### config.mk
export PLATFORM = sky130hd
export DESIGN_NAME = ohsm_monitor
export DESIGN_NICKNAME = d
export VERILOG_FILES = /design/src/rtl/ohsm_monitor.sv
export SDC_FILE = /design/constraint.sdc
export NUM_CORES = 1
export LEC_CHECK = 0
export BUFFER_PORTS_ARGS = -buffer_cell sky130_fd_sc_hd__buf_2
export CAP_MARGIN = 20
export CORE_ASPECT_RATIO = 0.9
export CORE_MARGIN = 2
export CORE_UTILIZATION = 58
export DETAILED_ROUTE_END_ITERATION = 7
export PLACE_DENSITY = 0.87
export SETUP_SLACK_MARGIN = 0.1
export SLEW_MARGIN = 10
export SYNTH_ARGS = -nofsm -noshare
export SYNTH_HDL_FRONTEND = slang
export SYNTH_SLANG_ARGS = --single-unit
### constraint.sdc
create_clock -name clk -period 4.77 [get_ports clk]
set_input_delay 1.431 -clock clk [delete_from_list [all_inputs] [get_ports clk]]
set_output_delay 1.431 -clock clk [all_outputs]
set_load 0.05 [all_outputs]
### src/rtl/ohsm_monitor.sv
// Receive-side monitor for the one-hot phase sequencer: decodes the phase bus into an
// index and entry strobes, counts completed rounds and flags illegal codes and transitions.
module ohsm_monitor #(
  parameter int unsigned CNT_W    = 8,
  parameter int unsigned ERR_W    = 4,
  parameter int unsigned IDLE_MAX = 16
) (
  input  logic             clk,
  input  logic             reset,
  input  logic [3:0]       sglobal,
  input  logic             clr_err,
  output logic [1:0]       phase,
  output logic             phase_valid,
  output logic [2:0]       enter,
  output logic             round_done,
  output logic [CNT_W-1:0] round_cnt,
  output logic             idle,
  output logic             err_code,
  output logic             err_trans,
  output logic [ERR_W-1:0] err_cnt
);

  typedef enum logic [1:0] {
    PhS1 = 2'd0,
    PhS2 = 2'd1,
    PhS3 = 2'd2
  } ph_e;

  localparam logic [ERR_W-1:0] ErrMax  = '1;
  localparam logic [15:0]      IdleMax = 16'(IDLE_MAX);

  ph_e              last_q, last_d;
  logic             phase_valid_q, phase_valid_d;
  logic [2:0]       enter_q, enter_d;
  logic             round_done_q, round_done_d;
  logic [CNT_W-1:0] round_cnt_q, round_cnt_d;
  logic [15:0]      idle_cnt_q, idle_cnt_d;
  logic             idle_q, idle_d;
  logic             err_code_q, err_code_d;
  logic             err_trans_q, err_trans_d;
  logic [ERR_W-1:0] err_cnt_q, err_cnt_d;

  ph_e              new_ph;
  logic             code_ok;
  logic             trans_ok;
  logic             trans_good;
  logic             any_err;
  logic [ERR_W-1:0] err_base;

  always_comb begin
    code_ok = 1'b1;
    new_ph  = PhS1;
    case (sglobal)
      4'b0001: new_ph = PhS1;
      4'b0010: new_ph = PhS2;
      4'b0100: new_ph = PhS3;
      default: code_ok = 1'b0;
    endcase

    trans_ok = 1'b0;
    case (last_q)
      PhS1:    trans_ok = (new_ph == PhS1) || (new_ph == PhS2);
      PhS2:    trans_ok = (new_ph == PhS3);
      PhS3:    trans_ok = (new_ph == PhS1);
      default: trans_ok = 1'b0;
    endcase

    trans_good = code_ok && trans_ok;
    any_err    = !code_ok || !trans_ok;

    // An illegal transition still resynchronises to the new phase.
    last_d        = code_ok ? new_ph : last_q;
    phase_valid_d = code_ok;

    enter_d = 3'b000;
    if (trans_good && (new_ph != last_q)) begin
      enter_d[new_ph] = 1'b1;
    end

    round_done_d = trans_good && (last_q == PhS3) && (new_ph == PhS1);
    round_cnt_d  = round_done_d ? round_cnt_q + CNT_W'(1) : round_cnt_q;

    idle_cnt_d = 16'd0;
    if (trans_good && (last_q == PhS1) && (new_ph == PhS1)) begin
      idle_cnt_d = (idle_cnt_q < IdleMax) ? idle_cnt_q + 16'd1 : idle_cnt_q;
    end
    idle_d = (idle_cnt_d >= IdleMax);

    // Clear takes effect before the current cycle's error is recorded.
    err_base    = clr_err ? '0 : err_cnt_q;
    err_code_d  = (err_code_q && !clr_err) || !code_ok;
    err_trans_d = (err_trans_q && !clr_err) || (code_ok && !trans_ok);
    err_cnt_d   = (any_err && (err_base != ErrMax)) ? err_base + ERR_W'(1) : err_base;
  end

  always_ff @(posedge clk) begin
    if (reset) begin
      last_q        <= PhS1;
      phase_valid_q <= 1'b0;
      enter_q       <= 3'b000;
      round_done_q  <= 1'b0;
      round_cnt_q   <= '0;
      idle_cnt_q    <= 16'd0;
      idle_q        <= 1'b0;
      err_code_q    <= 1'b0;
      err_trans_q   <= 1'b0;
      err_cnt_q     <= '0;
    end else begin
      last_q        <= last_d;
      phase_valid_q <= phase_valid_d;
      enter_q       <= enter_d;
      round_done_q  <= round_done_d;
      round_cnt_q   <= round_cnt_d;
      idle_cnt_q    <= idle_cnt_d;
      idle_q        <= idle_d;
      err_code_q    <= err_code_d;
      err_trans_q   <= err_trans_d;
      err_cnt_q     <= err_cnt_d;
    end
  end

  assign phase       = last_q;
  assign phase_valid = phase_valid_q;
  assign enter       = enter_q;
  assign round_done  = round_done_q;
  assign round_cnt   = round_cnt_q;
  assign idle        = idle_q;
  assign err_code    = err_code_q;
  assign err_trans   = err_trans_q;
  assign err_cnt     = err_cnt_q;

endmodule

* Word-level counts from Yosys, hierarchy flattened *
Cells that the tools add are included.
W data, S select, Z words.

word-level totals
  input port bits = 7
  flip-flop bits (word level) = 38
  logic and storage cells = 58

cells by class
  reductions and logical operators = 22
  bitwise operators = 1
  add/sub/neg operators = 3
  magnitude comparators = 4
  equality and inequality tests = 9
  muxes and demuxes = 9

operators by type and width
  operator                 count
  $mux W16                 2
  $add A16 B1 Y16 const B  1
  $ge A16 B5 Y1 const B    1
  $lt A16 B5 Y1 const B    1
  $logic_and A1 B1 Y1      11
  $add A8 B1 Y8 const B    1
  $mux W4                  2
  $add A4 B1 Y4 const B    1
  $eq A2 B1 Y1 const B     2
  $eq A2 B2 Y1 const B     2
  $eq A4 B1 Y1 const B     1
  $eq A4 B2 Y1 const B     1
  $eq A4 B3 Y1 const B     1
  $logic_not A2 Y1         2
  $logic_or A1 B1 Y1       4
  $ne A4 B4 Y1 const B     1
  $pmux W2 S2              1
  $logic_not A1 Y1         3
  $lt A2 B3 Y1 const B     1
  $pmux W1 S3              1
  $reduce_or A3 Y1         1
  $demux W1 S2             1
  $ge A2 B1 Y1 const B     1
  $mux W1                  2
  3 further kinds          3

* Depth between registers and ports, before layout *
  depth in word-level cells = 10
  gate-level depth with buffers = 7
  gate-level depth less buffers = 6

* Worst setup path after synthesis *
Ideal clock, no wire load.

  path type = input to register
  start point = input sglobal[2]
  end point = register err_cnt_q[1] (netlist: err_cnt[1])
  stages on the path = 5
  required time = 4.638 ns
  arrival = 2.760 ns
  path slack = 1.878 ns
  cells stage by stage = buf_2 -> or4b_2 -> o21ai_0 -> or3b_2 -> a21oi_1

on the way
  longest elaborated chain between the ends = 9
  elaborated cells on any way between the ends = 16
  those cells by class = 5 x eq/ne; 4 x mux; 7 x reduce/logical

ends and longest elaborated chain
  item                                              line    source
  from (decl)                                       10      input logic [3:0] sglobal,
  $eq A4 B3 Y1 or $eq A4 B2 Y1 (tied branches)      53      case (sglobal)
  $pmux W2 S2                                       53
  $eq A2 B1 Y1 or $logic_not A2 Y1 (tied branches)  62, 64
  $logic_or A1 B1 Y1                                62      PhS1: trans_ok = (new_ph == PhS1) || (new_ph == PhS2);
  $pmux W1 S3                                       61      case (last_q)
  $logic_not A1 Y1                                  69      any_err = !code_ok || !trans_ok;
  $logic_or A1 B1 Y1 *                              69
  $logic_and A1 B1 Y1 *                             93      err_cnt_d = (any_err && (err_base != ErrMax)) ? err_base + ERR_W'(1) : err_base;
  $mux W4 *                                         93
  to (signal assigned)                              118     err_cnt_q <= err_cnt_d;
  to (decl)                                         41      logic [ERR_W-1:0] err_cnt_q, err_cnt_d;

Mark *: on every way between the ends. The rest lies on a longest branch, timed or not.
A chain may end at the register's enable or synchronous reset.

* Worst setup path after layout *
  start point = input sglobal[2]
  end point = register err_cnt_q[0] (netlist: err_cnt[0])

The elaborated chain is that of the path after synthesis.

==> reports/qor.yml <==
synth_cell_types: 41
worstSetupPathType: "in2reg"
vias: 1376
diodes: 0
n_fill_cell: 223
status: "completed"
finalMaxSlewViolations: 0
via_per_inst: 5.59
grt_pass1_vias: 1249
hold_viol_final: 0
clkTransAtPathRegs_ns: 0.11
max_freq_mhz: 351
p_leak_uw: 0.000773
p_sw_uw: 146
pwr-share-seq_pct: 58.7
regToRegSetupSlack_ns: 2.69
fp.dieH_um: 54.9
grt_usage_pct: 21.9
drtIter0Drc: 53
drt-total-wl_um: 3140
dp_hpwl_um: 2260
power.internal_uw: 408
num_io_pins: 29
nets: 215
grt_pass1_wl_um: 5310
setup_viol: 0
syn-cell-area_um2: 1670
syn_inst: 182
post_cts_buffers: 0
area_growth_pct: 12.4
synth_enable_flop_cells: 0
die-area_um2: 3330
start_kind: "primary input"
required_ns: 5.06
cts_resized: 0
cts_tree: "done"
swShare_pct: 26.4
final.setup_skew_ns: 0.00701
clkPwrFrac_pct: 32.2
period_share_pct: 59.8
grt_max_degree: 21
ant_nets: 0
maxSlewHeadroom_pct: 61.5
rsz0062_at_grt: "no"
yosys_warnings: 0
seq_area_frac_synth_pct: 45.5
postSynthAreaPerCell_um2: 9.18
first_pass_iters: 4
synth-seq-cells: 38
yosys.area.top_type: "dfxtp_1"
io_buffers: 28
arrival_ns: 3.14
critPathMaxFanout: 16
wl_per_cell_um: 12.8
clock_sinks: 38
antenna_found_initial: 0
grt_overflow: 0
place_congestion: 0.865
pwr-share-comb_pct: 9.1
synthDominantCellAreaShare_pct: 45.5
final_core_util_pct: 68.4
ir_drop_mv: 0.203
coreArea_um2: 2750
powerDensity_nw_per_um2: 295
yosys_most_used_dff: "dfxtp_1"
clock_latency_ns: 0.36
htree_levels: 2
timing.final.crit_period_ns: 2.85
maxCapViolCount: 0
async_reset_ff_share_pct: 0
synth.area.top_cells: "dfxtp_1 46%, and2_1 4.9%, xor2_1 3.7%, a21oi_1 3.3%, o21ai_0 2.7%"
syn_nets: 192
setup_tns_ns: 0
start_util_pct: 60.8
hp-class: "reg2reg"
route.detailed.drc: 0
cts_root_buf: "clkbuf_4"
cts_buffers: 5
clockBufferDepth: 2
dieWidth_um: 60.6
rows: 18
cts_hold_buf: 0
drive_gt1_share_pct: 19.9
endpoint_kind: "flop"
tightestPinTransition_ns: 0.571
-- cell usage in the layout, fill, tap and decap left out, types with 2 or more instances in the layout --
master and count:
dfxtp_1 38, clkbuf_4 5, nand3_1 6, or3_1 5, xor2_1 7, nor2b_1 7
and2_1 13, nor4_1 3, buf_2 28, ha_1 3, nor4b_1 2, o21ai_0 9
nor3_1 4, nand2_1 7, xnor2_1 2, nor2_1 11, and4_1 2, and3_1 4
inv_1 5, a21oi_1 11, or4_1 3, nor3b_1 2, a2bb2oi_1 2, o31ai_1 2
nand4_1 6
-- synth_stat cells, drive strengths merged, types with 2 or more instances --
master and instances:
dfxtp 38, and2 13, a21oi 11, nor2 11
clkbuf 10, o21ai 9, nand2 7, nor2b 7
xor2 7, nand3 6, nand4 6, inv 5
or3 5, and3 4, nor3 4, ha 3
nor4 3, nor4b 3, or4 3, a2111oi 2
a2bb2oi 2, and4 2, buf 2, nor3b 2
o31ai 2, or3b 2, xnor2 2
-- sequential cells by signal, indices dropped and copies added, names as in the netlist, 2 cells and up --
name,cells
enter,3
round_cnt,8
err_cnt,4
idle_cnt_q,16
phase,2
-- path summary, 6_finish.rpt --
kind	end	from	cells past startpoint
hold reg to reg	idle_cnt_q[15]	idle_cnt_q[15]	1
setup reg to reg	err_cnt[0]	phase[0]	4
hold / removal	idle_cnt_q[15]	idle_cnt_q[15]	1
setup / recovery	err_cnt[0]	sglobal[2]	5
-- kinds of logic (layout without fill, tap and decap cells) --
kind of cell	Yosys count	count (layout)	synth area share, %
buffers and inverters	17	41	3.97
DFF	38	38	45.5
AOI/OAI and AO/OA	32	32	12.9
xor gates and xnor gates	9	9	4.72
and+or+nand+nor	83	83	30.6
adders and majority gates	3	3	2.25
-- power by group through the flow --
| stage | combinational [µW] | clock, µW | sequential [µW] |
|---|---|---|---|
| detailed placement | 50.0 | 0 | 332 |
| finish | 50.3 | 178 | 325 |
| global route | 55.0 | 196 | 326 |
| floorplan | 27.6 | 0 | 343 |
| global placement | 48.2 | 0 | 332 |
| CTS | 50.2 | 182 | 325 |
-- through the flow --
step	setup slack, ns	total power (µW)	hold WS, ns	instance area (µm²)	std cells
3_5_place_dp	1.61	382	0.445	1810	238
4_1_cts	1.97	558	0.477	1880	246
2_1_floorplan	1.88	371	0.430	1670	182
6_report	1.92	554	0.477	1880	246
5_1_grt	1.83	577	0.504	1880	246
3_3_place_gp	1.75	380	0.442	1810	238
-- critical path: stages --
cell and delay, ns:
buf_2 0.19, or4b_2 0.67, o21ai_0 0.49, o21ai_0 0.20, a21oi_1 0.15
-- final cells by class --
class | instances | area [µm²] | area share (%)
clock buffers | 6 | 51.3 | 2.73
clock inverters | 2 | 12.5 | 0.666
inverters | 5 | 18.8 | 0.999
multi-input cells | 127 | 845 | 45.0
flip-flops and latches | 38 | 761 | 40.5
well taps | 40 | 50.0 | 2.66
repair buffers | 28 | 140 | 7.46
-- layer usage --
layer | part of all wire [%] | global-route usage, % | vias to the layer above
li1 | - | - | 695
met1 | 46 | 25.2 | 649
met2 | 49 | 38.5 | 25
met3 | 3.7 | 4.88 | 7
met4 | 1.8 | 11.2 | 0
met5 | 0 | 0 | -
Power figures use the tool's default switching activity.
